<file path="src/rtl/mips_pkg.sv">
// rtl/mips_pkg.sv - shared MIPS pipeline widths, memctrl bit indices, ALU and forwarding codes
// Optional feature macro used by importers: ID_EX_FWD_EN
package mips_pkg;

  localparam int MUXCTRL_W = 7;
  localparam int MEMCTRL_W = 3;
  localparam int ALUCTRL_W = 5;

  localparam int MEM_REGWR = 0;
  localparam int MEM_WR    = 1;
  localparam int MEM_RD    = 2;

  localparam logic [ALUCTRL_W-1:0] ALU_NOOP = 5'b01101;

  typedef enum logic [1:0] {
    FWD_NONE = 2'b00,
    FWD_MEM  = 2'b01,
    FWD_WB   = 2'b10
  } fwd_sel_t;

  // EX/MEM producer is younger, so it wins over the MEM/WB producer.
  function automatic fwd_sel_t fwd_pick(input logic mem_hit, input logic wb_hit);
    if (mem_hit)     return FWD_MEM;
    else if (wb_hit) return FWD_WB;
    else             return FWD_NONE;
  endfunction

endpackage

</file>
<file path="src/rtl/load_use_detect.sv">
// rtl/load_use_detect.sv - combinational load-use hazard check between EX load and ID sources
// Optional feature macro in this slice: ID_EX_FWD_EN (not used here)
module load_use_detect #(
  parameter int REG_AW = 5
) (
  input  logic              ex_valid,
  input  logic              ex_mem_rd,
  input  logic [REG_AW-1:0] ex_rt,
  input  logic [REG_AW-1:0] id_rs,
  input  logic [REG_AW-1:0] id_rt,
  output logic              hz
);

  // $zero is never a real producer, so it can never create a hazard.
  assign hz = ex_valid & ex_mem_rd & (ex_rt != '0) &
              ((ex_rt == id_rs) | (ex_rt == id_rt));

endmodule

</file>
<file path="src/rtl/id_ex_stage.sv">
// rtl/id_ex_stage.sv - ID/EX pipeline register with load-use stall, flush/hold and bubble insertion
// Optional feature macro: ID_EX_FWD_EN adds forwarding-select capture (mem_wr_i/mem_dst_i in, ex_fwd_a_o/ex_fwd_b_o out)
module id_ex_stage
  import mips_pkg::*;
#(
  parameter int DATA_W = 32,
  parameter int REG_AW = 5,
  parameter int CNT_W  = 16
) (
  input  logic                 clk,
  input  logic                 reset,
  input  logic [MUXCTRL_W-1:0] id_muxctrl_i,
  input  logic [MEMCTRL_W-1:0] id_memctrl_i,
  input  logic [ALUCTRL_W-1:0] id_aluctrl_i,
  input  logic [REG_AW-1:0]    id_rs_i,
  input  logic [REG_AW-1:0]    id_rt_i,
  input  logic [REG_AW-1:0]    id_rd_i,
  input  logic [4:0]           id_shamt_i,
  input  logic [DATA_W-1:0]    id_imm_i,
  input  logic [DATA_W-1:0]    id_rd1_i,
  input  logic [DATA_W-1:0]    id_rd2_i,
  input  logic [DATA_W-1:0]    id_pc4_i,
  input  logic                 flush_i,
  input  logic                 ex_hold_i,
`ifdef ID_EX_FWD_EN
  input  logic                 mem_wr_i,
  input  logic [REG_AW-1:0]    mem_dst_i,
  output logic [1:0]           ex_fwd_a_o,
  output logic [1:0]           ex_fwd_b_o,
`endif
  output logic                 stall_o,
  output logic [MUXCTRL_W-1:0] ex_muxctrl_o,
  output logic [MEMCTRL_W-1:0] ex_memctrl_o,
  output logic [ALUCTRL_W-1:0] ex_aluctrl_o,
  output logic [REG_AW-1:0]    ex_rs_o,
  output logic [REG_AW-1:0]    ex_rt_o,
  output logic [REG_AW-1:0]    ex_dst_o,
  output logic [4:0]           ex_shamt_o,
  output logic [DATA_W-1:0]    ex_imm_o,
  output logic [DATA_W-1:0]    ex_rd1_o,
  output logic [DATA_W-1:0]    ex_rd2_o,
  output logic [DATA_W-1:0]    ex_pc4_o,
  output logic                 ex_valid_o,
  output logic [CNT_W-1:0]     stall_cnt_o
);

  logic hz;
  logic pending;
  logic flush_now;
  logic load_bubble;
  logic [REG_AW-1:0] dst_next;

  load_use_detect #(.REG_AW(REG_AW)) u_load_use_detect (
    .ex_valid  (ex_valid_o),
    .ex_mem_rd (ex_memctrl_o[MEM_RD]),
    .ex_rt     (ex_rt_o),
    .id_rs     (id_rs_i),
    .id_rt     (id_rt_i),
    .hz        (hz)
  );

  assign stall_o     = hz | ex_hold_i;
  assign flush_now   = flush_i | pending;
  assign load_bubble = flush_now | hz;
  assign dst_next    = id_memctrl_i[MEM_RD] ? id_rt_i : id_rd_i;

  always_ff @(posedge clk) begin
    if (reset) begin
      pending     <= 1'b0;
      stall_cnt_o <= '0;
    end else if (ex_hold_i) begin
      // A flush seen while frozen must not be lost; apply it once the hold drops.
      if (flush_i) pending <= 1'b1;
    end else begin
      pending <= 1'b0;
      if (!flush_now && hz && (stall_cnt_o != {CNT_W{1'b1}}))
        stall_cnt_o <= stall_cnt_o + 1'b1;
    end
  end

  always_ff @(posedge clk) begin
    if (reset || (!ex_hold_i && load_bubble)) begin
      ex_muxctrl_o <= '0;
      ex_memctrl_o <= '0;
      ex_aluctrl_o <= ALU_NOOP;
      ex_rs_o      <= '0;
      ex_rt_o      <= '0;
      ex_dst_o     <= '0;
      ex_shamt_o   <= '0;
      ex_imm_o     <= '0;
      ex_rd1_o     <= '0;
      ex_rd2_o     <= '0;
      ex_pc4_o     <= '0;
      ex_valid_o   <= 1'b0;
    end else if (!ex_hold_i) begin
      ex_muxctrl_o <= id_muxctrl_i;
      ex_memctrl_o <= id_memctrl_i;
      ex_aluctrl_o <= id_aluctrl_i;
      ex_rs_o      <= id_rs_i;
      ex_rt_o      <= id_rt_i;
      ex_dst_o     <= dst_next;
      ex_shamt_o   <= id_shamt_i;
      ex_imm_o     <= id_imm_i;
      ex_rd1_o     <= id_rd1_i;
      ex_rd2_o     <= id_rd2_i;
      ex_pc4_o     <= id_pc4_i;
      ex_valid_o   <= 1'b1;
    end
  end

`ifdef ID_EX_FWD_EN
  fwd_sel_t fwd_a_next;
  fwd_sel_t fwd_b_next;
  logic     ex_writes;

  // The instruction now in EX moves to MEM next cycle; the one in MEM moves to WB.
  assign ex_writes  = ex_valid_o & ex_memctrl_o[MEM_REGWR];
  assign fwd_a_next = fwd_pick(ex_writes & (ex_dst_o == id_rs_i) & (id_rs_i != '0),
                               mem_wr_i & (mem_dst_i == id_rs_i) & (id_rs_i != '0));
  assign fwd_b_next = fwd_pick(ex_writes & (ex_dst_o == id_rt_i) & (id_rt_i != '0),
                               mem_wr_i & (mem_dst_i == id_rt_i) & (id_rt_i != '0));

  always_ff @(posedge clk) begin
    if (reset || (!ex_hold_i && load_bubble)) begin
      ex_fwd_a_o <= FWD_NONE;
      ex_fwd_b_o <= FWD_NONE;
    end else if (!ex_hold_i) begin
      ex_fwd_a_o <= fwd_a_next;
      ex_fwd_b_o <= fwd_b_next;
    end
  end
`endif

endmodule

</file>
<file path="config.mk">
export PLATFORM = sky130hd
export DESIGN_NAME = id_ex_stage
export DESIGN_NICKNAME = d
export VERILOG_FILES = /design/src/rtl/mips_pkg.sv /design/src/rtl/load_use_detect.sv /design/src/rtl/id_ex_stage.sv
export SDC_FILE = /design/constraint.sdc
export NUM_CORES = 1
export LEC_CHECK = 0
export BUFFER_PORTS_ARGS = -buffer_cell sky130_fd_sc_hd__buf_2
export CORE_ASPECT_RATIO = 1.75
export CORE_UTILIZATION = 30
export CTS_CLUSTER_DIAMETER = 100
export DETAILED_ROUTE_END_ITERATION = 6
export PLACE_DENSITY = 0.67
export SLEW_MARGIN = 20
export SYNTH_ARGS = -nofsm -noshare
export SYNTH_HDL_FRONTEND = slang
export SYNTH_HIERARCHICAL = 1
export SYNTH_SLANG_ARGS = --single-unit
export TNS_END_PERCENT = 30
</file>
<file path="constraint.sdc">
create_clock -name clk -period 3.22 [get_ports clk]
set_input_delay 0.161 -clock clk [delete_from_list [all_inputs] [get_ports clk]]
set_output_delay 0.161 -clock clk [all_outputs]
set_load 0.1 [all_outputs]
</file>
* After elaboration in Yosys (flattened, before gate mapping)
Index checks and enable logic that the tools add are counted.
** Storage, ports and cells
- Input bits :: 167
- Bits in writable memories :: 0
- Bits in latches :: 0
- ROM bits :: 0
- Memories kept :: 0
- Flip-flop bits (word level) :: 181
- Logic and storage cells :: 36
** Cells by class
- Shift operators :: 0
- Reduce and logical (&&, ||, !) cells :: 9
- Bitwise logic cells :: 8
- Muxes and demuxes :: 1
- Multipliers :: 0
- $add $sub $neg :: 1
- Order comparisons :: 0
- Div/mod/pow operators :: 0
- Equal/unequal tests :: 3
** Operator list (count)
- adder 16 x 1 -> 16 bit (second input constant) :: 1
- inequality test 16 bit (second input constant) :: 1
- == test 5 bit :: 2
- 2-to-1 mux 5 bit :: 1
- nonzero test 5 bit :: 1
- bitwise OR 1 bit :: 4
- AND 1 bit :: 3
- logical AND 1 bit :: 3
- zero test 1 bit :: 2
- AND reduction 2 bit :: 1
- OR reduction 2 bit :: 1
- logical OR 1 bit :: 1
- NOT 1 bit :: 1

* Logic depth before layout (Yosys ltp)
Gate-level depths: netlist of the first run.
- Word-level depth :: 6
- Gate-level depth with buffers :: 9
- Mapped depth without buffers :: 8

* By module
The synthesis of the first run kept the hierarchy.
** Modules (own cells, without submodules)
- id_ex_stage :: times used 1, cells each 644, area each 6677.7 um^2
- load_use_detect :: times used 1, cells each 17, area each 132.6 um^2

* Least setup slack after synthesis of the first run
OpenSTA, ideal clock, no wires.
- Path kind :: flip-flop to flip-flop
- Start :: register ex_rt_o[2]
- End :: register stall_cnt_o[14]
- Arrival :: 2851 ps
- Stages on the path, launching flop included :: 9
- Clock period less this slack :: 2972 ps
- Path slack :: 248 ps
- Required time :: 3099 ps
- Path through :: dfxtp_1 xor2_1 nor3_1 nand3_1 a21oi_1 nor4b_4 nand4_1 nor4_1 mux2_2
** On the way
- Longest elaborated chain between the ends :: 6
** RTL lines
- start: declaration :: line id_ex_stage.sv:36 : output logic [REG_AW-1:0] ex_rt_o,
- start signal: assignment :: line id_ex_stage.sv:100 : ex_rt_o <= id_rt_i;
- == test 5 bit or nonzero test 5 bit (tied branches) :: line load_use_detect.sv:16, load_use_detect.sv:15
- bitwise OR 1 bit or AND 1 bit (tied branches) :: line load_use_detect.sv:16, load_use_detect.sv:15
- AND 1 bit * :: line load_use_detect.sv:15 : assign hz = ex_valid & ex_mem_rd & (ex_rt != '0) &
- via hz :: line id_ex_stage.sv:47 : logic hz;
- logical AND 1 bit * (2 in series) :: line id_ex_stage.sv:76 : if (!flush_now && hz && (stall_cnt_o != {CNT_W{1'b1}}))
- AND reduction 2 bit (no line) *
- end signal: assignment :: line id_ex_stage.sv:77 : stall_cnt_o <= stall_cnt_o + 1'b1;
- end: declaration :: line id_ex_stage.sv:44 : output logic [CNT_W-1:0] stall_cnt_o
The timed path passes the listed nets; every way through them passes the cells marked *.
A chain may end at the register's enable or synchronous reset.

* Final worst setup path of the first run
- Start :: input port id_rt_i[2]
- End :: register stall_cnt_o[14]
** On the way
- Longest elaborated chain between the ends :: 6
** RTL lines
- start: declaration :: line id_ex_stage.sv:16 : input logic [REG_AW-1:0] id_rt_i,
- == test 5 bit :: line load_use_detect.sv:16 : ((ex_rt == id_rs) | (ex_rt == id_rt));
- bitwise OR 1 bit :: line load_use_detect.sv:16
- AND 1 bit :: line load_use_detect.sv:15
- via hz :: line id_ex_stage.sv:47
- logical AND 1 bit (2 in series) :: line id_ex_stage.sv:76
- AND reduction 2 bit (no line)
The timed path passes the listed nets, and every way through them passes these cells.

==> reports/results.ini, run 1 <==
[worst_setup_path]
cp-end-kind = flip-flop
crit_path_max_fanout = 5
crit_family = simple AND/OR/NAND/NOR gates
critical-path-slowest-cell = dlygate4sd3_1
cp_cell_sequence = dlygate4sd3_1 -> buf_2 -> xor2_1 -> nor3_1 -> nand3_1 -> a21oi_1 -> nor4b_4 -> nand4_1 -> nor4_1 -> mux2_2
worstPathArrival_ns = 2.95
startpoint_type = input port
critPathBufInv = 2
max_stage_delay_ns = 0.56
cp.required_ns = 3.55
crit_type = input port to flip-flop

[clock_network]
clockRootBuffer = clkbuf_16
cts_resized = 0
cts_inserted_buffers = 17
cts_sinks = 181
cts_buffer_depth = 2
tritoncts = built
clk_pin_slew_ns = 0.06
clk_latency_ns = 0.45
htree_levels = 4

[floorplanning]
die_area_um2 = 23300
die_w_um = 116
core_area_um2 = 22200
start_util = 0.307
die_h_um = 201
ios = 348
rows = 72

[drt]
dr.pass1.iters = 4
wl_per_cell_um = 14.9
drc = 0
wirelength_um = 21500
vias = 6636
routed_via_density = 4.59
drt_iter0_drc = 262
ant_nets = 0

[timing]
setup_viol = 0
slew_viol_final = 0
worstMarginPinSlew_ns = 0.965
rsz0062_at_grt = false
slew_headroom = 0.356
post-route-period-util = 0.813
hold_ws_ns = 0.0313
clock.fmax_mhz = 382
min_period_ns = 2.62
tns_ns = 0
final.setup_skew_ns = 0.00806
final_hold_viol_count = 0

[global_route]
grt_first_pass_wirelength_um = 32900
grt_util_met1 = 0.174
grt_pass1_vias = 6744
antenna_found_initial = 1
met3_usage = 0.0636
gr-usage-met2 = 0.327
globalRouteOverflowTotal = 0
grt_max_degree = 165
grt_usage = 0.186
top_usage_layer = met2

[worst_hold_path]
hold_class = input port to flip-flop

[synthesis]
syn_inst = 661
synth.distinct_cells = 36
yosysWarnings = 6
synth_area_leaders = dfxtp_1 (53%), mux2i_1 (24%), nor2_1 (9.6%)
syn_area_um2 = 6810
synth_top_area_share = 0.532
synth_largest_area_cell = dfxtp_1
syn_avg_cell_area_um2 = 10.3
syn_nets = 829
ys_seq_elements = 181
synth-seq-area-share = 0.532

[finish]
nets = 1307
final_area_um2 = 10900
areaGrowthSynthToFinish_pct = 59.5
layout_common_cells = buf_2 (346), dfxtp_1 (181), nor2_1 (174)
final_common_cell = buf_2
drive_above_1_share = 0.340

[power]
power_switching_share = 0.339
p_switching_mw = 1.96
power_density_nw_per_um2 = 532
p_leak_nw = 5.44
clkPwrFrac = 0.336
pwr-share-comb = 0.248
vdd_drop_max_mv = 0.415
power.share.sequential = 0.416
internal_power_mw = 3.82

[outcome]
outcome = completed

[placed_design]
hpwl_um = 13500
io_buffers = 347
gp_congestion = 0.781
placed_cell_area_um2 = 8800

[flow_run]
maxCapViolations = 0

-- state kept, by name, indices dropped and copies added (netlist names) --
name	flops
ex_rt_o	5
ex_dst_o	5
stall_cnt_o	16
ex_imm_o	32
ex_pc4_o	32
ex_muxctrl_o	7
pending	1
ex_rs_o	5
ex_rd1_o	32
ex_rd2_o	32
ex_aluctrl_o	5
ex_valid_o	1
ex_shamt_o	5
ex_memctrl_o	3
-- routing by layer --
metal  vias up  wire length [um]  part of all wire
met5         -                 0                 0
met4         0              1140             0.053
met3        75              1570             0.073
met2       270             11100              0.51
met1      3075              7740              0.36
li1       3216                 -                 -
-- power by group through the flow --
stage | sequential (mW) | clock, mW | combinational [mW]
floorplan | 3.18 | 0 | 0.273
global placement | 2.44 | 0 | 1.27
detailed placement | 2.45 | 0 | 1.28
CTS | 2.40 | 2.01 | 1.43
global route | 2.41 | 2.08 | 1.49
finish | 2.40 | 1.94 | 1.43
-- tightest hold or removal path, delay by kind of cell --
kind,cells,cell delay (ns)
buf+inv,1,0.13
mux,1,0.08
simple gates,1,0.07
-- synth_stat cells (all sizes together) --
master / number
or2: 3
xor2: 6
mux2i: 161
nor4b: 1
nand4: 7
xnor2: 4
o31ai: 5
and4: 2
nor2b: 7
a311oi: 1
nor4: 7
o211ai: 1
inv: 3
nor3b: 1
clkbuf: 19
or3: 3
or4: 6
nand3b: 2
nand2: 3
nor3: 4
nand3: 5
dfxtp: 181
nand2b: 2
a21oi: 17
buf: 22
o21bai: 1
ha: 1
a211o: 3
nor2: 174
o21ai: 4
mux2: 5
-- kinds of logic after synthesis --
kind of cell | after synthesis | share of synthesized area
AND/OR/NAND/NOR | 227 | 0.151
flip-flops | 181 | 0.532
multiplexers | 166 | 0.245
buffers and inverters | 44 | 0.0281
AO/OA/AOI/OAI | 32 | 0.0290
XOR/XNOR | 10 | 0.0129
adder cells (fa/ha/maj) | 1 | 0.00184
-- metrics by stage --
step	cells	total power, mW	worst slack, ns	utilization
global route	1446	5.98	0.263	0.490
floorplan	661	3.45	0.248	-
detailed placement	1265	3.73	0.610	0.397
CTS	1446	5.83	0.595	0.490
global placement	1265	3.72	0.707	0.397
finish	1447	5.77	0.603	0.490
-- what timing repair did --
| item | CTS | global route |
|---|---|---|
| endpoints found under the hold margin | 151 | 0 |
| hold buffers | 151 | 0 |
| setup buffers | 0 | 0 |
-- area by class of cell --
type	count	area, um^2
diodes	1	2.50
clock buffers	24	502
clock inverters	6	46.3
fillers	1989	11300
inverters	3	11.3
multi-input cells	436	3010
flip-flops and latches	181	3620
well taps	296	370
repair buffers	500	3300
-- path summary, 6_finish.rpt --
kind	from	to	slack, ns	depth (start not counted)
worst max-delay path	id_rt_i[2]	stall_cnt_o[14]	0.60	10
worst min-delay path	id_rt_i[0]	ex_rt_o[0]	0.03	3
worst max register to register	ex_rt_o[2]	stall_cnt_o[14]	0.61	8
worst min register to register	ex_aluctrl_o[2]	ex_aluctrl_o[2]	0.46	1
Power figures use the tool's default switching activity.
==> run 2: changes to the inputs <==
Settings changed: PLACE_DENSITY 0.67 to 0.69.
Clock period 3.22 ns to 2.35 ns, I/O delays scaled along.
==> reports/results.ini, run 2 (same netlist as run 1, synthesis figures left out) <==
[outcome]
outcome = completed

[drt]
wl_met3_um = 1270  ; -19%
wl_per_cell_um = 15.2  ; +2.2%
m1WireLength_um = 8310  ; +7.4%
ant_nets = 0  ; unchanged
dr.pass1.iters = 4  ; unchanged
highest_layer = met4
dr_wl_met2_um = 11700  ; +5.6%
drt_iter0_drc = 243  ; -7.3%
routed_via_density = 4.58  ; -0.17%
drc = 0  ; unchanged
vias = 6716  ; +1.2%
wirelength_um = 22300  ; +3.6%

[floorplanning]
die_area_um2 = 23300  ; unchanged
die_w_um = 116  ; unchanged
start_util = 0.307  ; unchanged
rows = 72  ; unchanged
ios = 348  ; unchanged
die_h_um = 201  ; unchanged
core_area_um2 = 22200  ; unchanged

[timing]
worstMarginPinSlew_ns = 0.738  ; -0.227 ns
post-route-period-util = 0.959
min_period_ns = 2.25
tns_ns = 0  ; unchanged
slew_headroom = 0.508  ; +0.151
setup_ws_ns = 0.0963  ; -0.507 ns
final_hold_viol_count = 0  ; unchanged
final.setup_skew_ns = 0.0136  ; +0.00556 ns
clock.fmax_mhz = 444
setup_viol = 0  ; unchanged
slew_viol_final = 0  ; unchanged
rsz0062_at_grt = true

[global_route]
grt_first_pass_wirelength_um = 33800  ; +2.8%
globalRouteOverflowTotal = 0  ; unchanged
antenna_found_initial = 0  ; -1
grt_usage = 0.190  ; +0.00413
grt_max_degree = 103  ; -38%
grt_pass1_vias = 6861  ; +1.7%

[finish]
regArea_um2 = 3660  ; +1.0%
nets = 1327  ; +1.5%
layout_common_cells = buf_2 (346), nor2_1 (174), mux2i_1 (161), dfxtp_1 (161), dlygate4sd3_1 (156)
final_common_cell = buf_2
utilization = 0.502  ; +0.0120
finalNonFillerCells = 1467  ; +1.4%
final_area_um2 = 11100  ; +2.4%
n_antenna_cell = 0  ; -1
drive_above_1_share = 0.369  ; +0.0289
fillers = 1942  ; -2.4%
multi_input_area_um2 = 3030  ; +0.87%
areaGrowthSynthToFinish_pct = 63.4

[clock_network]
clockRootBuffer = clkbuf_16
clk_pin_slew_ns = 0.06  ; about the same
tritoncts = built
cts_sinks = 181  ; unchanged
cts_inserted_buffers = 17  ; unchanged
clk_latency_ns = 0.44  ; about the same
htree_levels = 4  ; unchanged
cts_buffer_depth = 2  ; unchanged

[power]
internal_power_mw = 5.33  ; +40%
power_switching_share = 0.339  ; +0.000659
p_switching_mw = 2.74  ; +40%
vdd_drop_max_mv = 0.425  ; +2.2%
power.share.sequential = 0.408  ; -0.008
power_density_nw_per_um2 = 725  ; +36%
clkPwrFrac = 0.344  ; +0.008
p_leak_nw = 5.56  ; +2.1%
pwr-share-comb = 0.248  ; about the same

[worst_setup_path]
crit_type = flip-flop to primary output
startpoint_type = flip-flop
critPathBufInv = 1  ; -1
cp-end-kind = primary output
max_stage_delay_ns = 0.53  ; -0.03 ns
crit_family = simple AND/OR/NAND/NOR gates
worstPathArrival_ns = 2.14  ; -0.81 ns
crit_path_max_fanout = 5  ; unchanged
cp.required_ns = 2.23  ; -1.32 ns
critical-path-slowest-cell = or4_1
cp_cell_sequence = or4_1 -> o211ai_2 -> a21oi_2 -> or2_2 -> buf_2

[placed_design]
placedCellCount = 1279  ; +1.1%
hpwl_um = 13900  ; +3.2%
post-place-ws_ns = -0.0539  ; -0.664 ns
gp_congestion = 0.798  ; +2.3%
placed_cell_area_um2 = 8970  ; +1.9%
io_buffers = 347  ; unchanged

[worst_hold_path]
hold_class = input port to flip-flop

[flow_run]
maxCapViolations = 0  ; unchanged

## run 2: cell count changes in the layout (fill, tap and decap cells not counted), sizes merged
cell,before,now
diode,1,0
inv,3,5
buf,349,364
bufinv,0,2
clkbuf,24,19
dlygate4sd3,151,156
clkinv,4,3
clkinvlp,2,5
## run 2: area by class of cell
| type | instances | area share |
|---|---|---|
| flip-flops and latches | 181 | 0.329 |
| repair buffers | 520 | 0.313 |
| multi-input cells | 436 | 0.273 |
| clock buffers | 19 | 0.0389 |
| well taps | 296 | 0.0333 |
| clock inverters | 12 | 0.0118 |
| inverters | 3 | 0.00101 |
## run 2: through the flow
stage	hold slack [ns]	total power, mW
after global routing	0.0210	8.36
after CTS	0.00129	8.13
after detailed placement	0.353	5.12
final	0.0310	8.06
after floorplan	0.260	4.73
after global placement	0.345	5.11
## run 2: metal layers
| layer | up-vias | track usage |
|---|---|---|
| met1 | 3136 | 0.182 |
| met2 | 268 | 0.345 |
| met5 | - | 0 |
| met4 | 0 | 0.123 |
| li1 | 3248 | - |
| met3 | 64 | 0.0521 |
## run 2: final timing paths
kind | slack (ns) | startpoint | depth (start not counted) | end
setup / recovery | 0.1 | ex_rt_o[3] | 5 | stall_o
hold / removal | 0.03 | ex_hold_i | 2 | ex_aluctrl_o[0]
setup reg to reg | 0.14 | ex_rt_o[2] | 8 | stall_cnt_o[14]
hold reg to reg | 0.47 | ex_aluctrl_o[0] | 1 | ex_aluctrl_o[0]
## run 2: power by group through the flow
stage	Combinational, mW	Sequential, mW	Clock [mW]
final	2.00	3.29	2.77
after global placement	1.76	3.34	0
after floorplan	0.374	4.36	0
after detailed placement	1.78	3.35	0
after CTS	1.98	3.28	2.86
after global routing	2.08	3.30	2.97
## run 2: timing repair
| item | CTS | global route |
|---|---|---|
| gates resized for setup | 1 | 4 |
| cloned | 0 | 0 |
| endpoints found under the setup margin | 2 | 9 |
| pin swaps | 0 | 2 |
| hold endpoints to repair | 156 | 0 |
| hold buffers | 156 | 0 |
| setup buffers | 0 | 1 |
==> run 3: changes to the inputs <==
Settings changed: REMOVE_ABC_BUFFERS from default to 1.
==> reports/results.ini, run 3 (same netlist as run 1, synthesis figures left out) <==
[outcome]
outcome = completed

[finish]
final_common_cell = buf_2
final_area_um2 = 11300  ; +1.2%
areaGrowthSynthToFinish_pct = 65.3
drive_above_1_share = 0.359  ; -0.00966
utilization = 0.508  ; +0.00610
layout_common_cells = buf_2 (344), dfxtp_1 (180), nor2_1 (174)
nets = 1339  ; +0.90%

[worst_setup_path]
startpoint_type = flip-flop
crit_family = simple AND/OR/NAND/NOR gates
critPathBufInv = 2  ; +1
crit_type = flip-flop to primary output
critical-path-slowest-cell = or4_1
cp-end-kind = primary output
max_stage_delay_ns = 0.51  ; -0.02 ns
worstPathArrival_ns = 2.14  ; about the same
crit_path_max_fanout = 4  ; -1
cp.required_ns = 2.23  ; about the same
cp_cell_sequence = or4_1 -> o211ai_2 -> a21oi_2 -> buf_4 -> or2_2 -> buf_6

[placed_design]
post-place-ws_ns = -0.0489  ; +0.00497 ns
gp_congestion = 0.855  ; +7.0%
hpwl_um = 14700  ; +5.7%
placed_cell_area_um2 = 9080  ; +1.2%
io_buffers = 347  ; unchanged

[clock_network]
clockRootBuffer = clkbuf_16
tritoncts = built
clk_pin_slew_ns = 0.06  ; about the same
cts_sinks = 181  ; unchanged
clk_latency_ns = 0.44  ; about the same
cts_inserted_buffers = 17  ; unchanged
post_cts_buffers = 0  ; unchanged
htree_levels = 4  ; unchanged
cts_buffer_depth = 2  ; unchanged

[floorplanning]
ios = 348  ; unchanged
start_util = 0.307  ; unchanged
die_w_um = 116  ; unchanged
core_area_um2 = 22200  ; unchanged
rows = 72  ; unchanged
die_area_um2 = 23300  ; unchanged
die_h_um = 201  ; unchanged

[drt]
drc = 0  ; unchanged
ant_nets = 0  ; unchanged
vias = 6828  ; +1.7%
drt_iter0_drc = 279  ; +15%
routed_via_density = 4.61  ; +0.77%
wirelength_um = 22800  ; +2.2%
wl_per_cell_um = 15.4  ; +1.3%
dr.pass1.iters = 4  ; unchanged

[power]
p_switching_mw = 2.75  ; +0.53%
p_leak_nw = 5.66  ; +1.9%
power.share.sequential = 0.405  ; -0.003
vdd_drop_max_mv = 0.523  ; +23%
power_mw = 8.13  ; +0.78%
pwr-share-comb = 0.250  ; +0.002
clkPwrFrac = 0.345  ; about the same
power_density_nw_per_um2 = 722  ; -0.43%
internal_power_mw = 5.38  ; +0.90%
power_switching_share = 0.338  ; -0.000824

[timing]
setup_viol = 0  ; unchanged
clock.fmax_mhz = 443  ; -0.27%
slew_headroom = 0.393  ; -0.115
hold_ws_ns = 0.0107  ; -0.0203 ns
setup_ws_ns = 0.0902  ; -0.00610 ns
final.setup_skew_ns = 0.0103  ; -0.00331 ns
slew_viol_final = 0  ; unchanged
final_hold_viol_count = 0  ; unchanged
worstMarginPinSlew_ns = 0.911  ; +0.173 ns
rsz0062_at_grt = true
min_period_ns = 2.26  ; +0.00610 ns
post-route-period-util = 0.962  ; +0.00260

[global_route]
grt_pass1_vias = 7115  ; +3.7%
grt_max_degree = 95  ; -7.8%
grt_first_pass_wirelength_um = 35200  ; +4.1%
grt_usage = 0.197  ; +0.00715
globalRouteOverflowTotal = 0  ; unchanged
antenna_found_initial = 1  ; +1

[worst_hold_path]
hold_class = input port to flip-flop

[flow_run]
maxCapViolations = 0  ; unchanged

run 3: cell types whose count changed in the layout (fill, tap and decap cells not counted), moves of 2 or more:
cell        change
buf_12          +4
clkinv_2        +3
dfxtp_1        +19
clkinvlp_4      -2
nor4_2          -2
buf_2           -2
clkbuf_1        -2
nor3_2          -2
dfxtp_4         -5
nor3_1          +2
buf_4           +8
dfxtp_2        -14
run 3: metrics by stage:
step	TNS (ns)	cells
after floorplan	-878.59	620
after global placement	0	1292
after detailed placement	-0.0489	1292
after CTS	0	1480
after global routing	-0.0347	1480
final	0	1480
run 3: final cells by class:
type / count / area, um^2
clock buffers: 18 / 439
diodes: 1 / 2.50
inverters: 3 / 11.3
repair buffers: 532 / 3640
clock inverters: 13 / 134
flip-flops and latches: 181 / 3620
fillers: 2014 / 10900
multi-input cells: 436 / 3040
well taps: 296 / 370
run 3: per-layer routing:
metal	GRT usage	part of all wire	vias up	wire, um
met5	0	0	-	0
met2	0.358	0.54	268	12300
met1	0.190	0.36	3210	8140
met4	0.125	0.048	0	1090
li1	-	-	3276	-
met3	0.0539	0.053	74	1220
run 3: worst paths after layout:
| path | start | cells past startpoint | slack [ns] | endpoint |
|---|---|---|---|---|
| hold / removal | id_rt_i[3] | 3 | 0.01 | ex_rt_o[3] |
| setup reg to reg | ex_rt_o[4] | 9 | 0.13 | stall_cnt_o[6] |
| hold reg to reg | ex_aluctrl_o[2] | 1 | 0.47 | ex_aluctrl_o[2] |
| setup / recovery | ex_rt_o[4] | 6 | 0.09 | stall_o |
run 3: what timing repair did:
| item | CTS | global route |
|---|---|---|
| hold endpoints to repair | 157 | 0 |
| cloned | 0 | 0 |
| pin swaps | 0 | 6 |
| endpoints found under the setup margin | 2 | 7 |
| hold buffers | 157 | 0 |
| resized for setup | 3 | 6 |
run 3: power by group through the flow:
stage                     combinational, mW  clock, mW  sequential, mW
after floorplan                       0.315          0            4.36
after global placement                 1.79          0            3.35
after detailed placement               1.80          0            3.35
after CTS                              2.02       2.88            3.28
after global routing                   2.11       2.99            3.31
final                                  2.03       2.81            3.29
run 3: tightest hold or removal path: stages:
cell     delay, ns
buf_2         0.14
mux2i_1       0.08
nor2_1        0.07
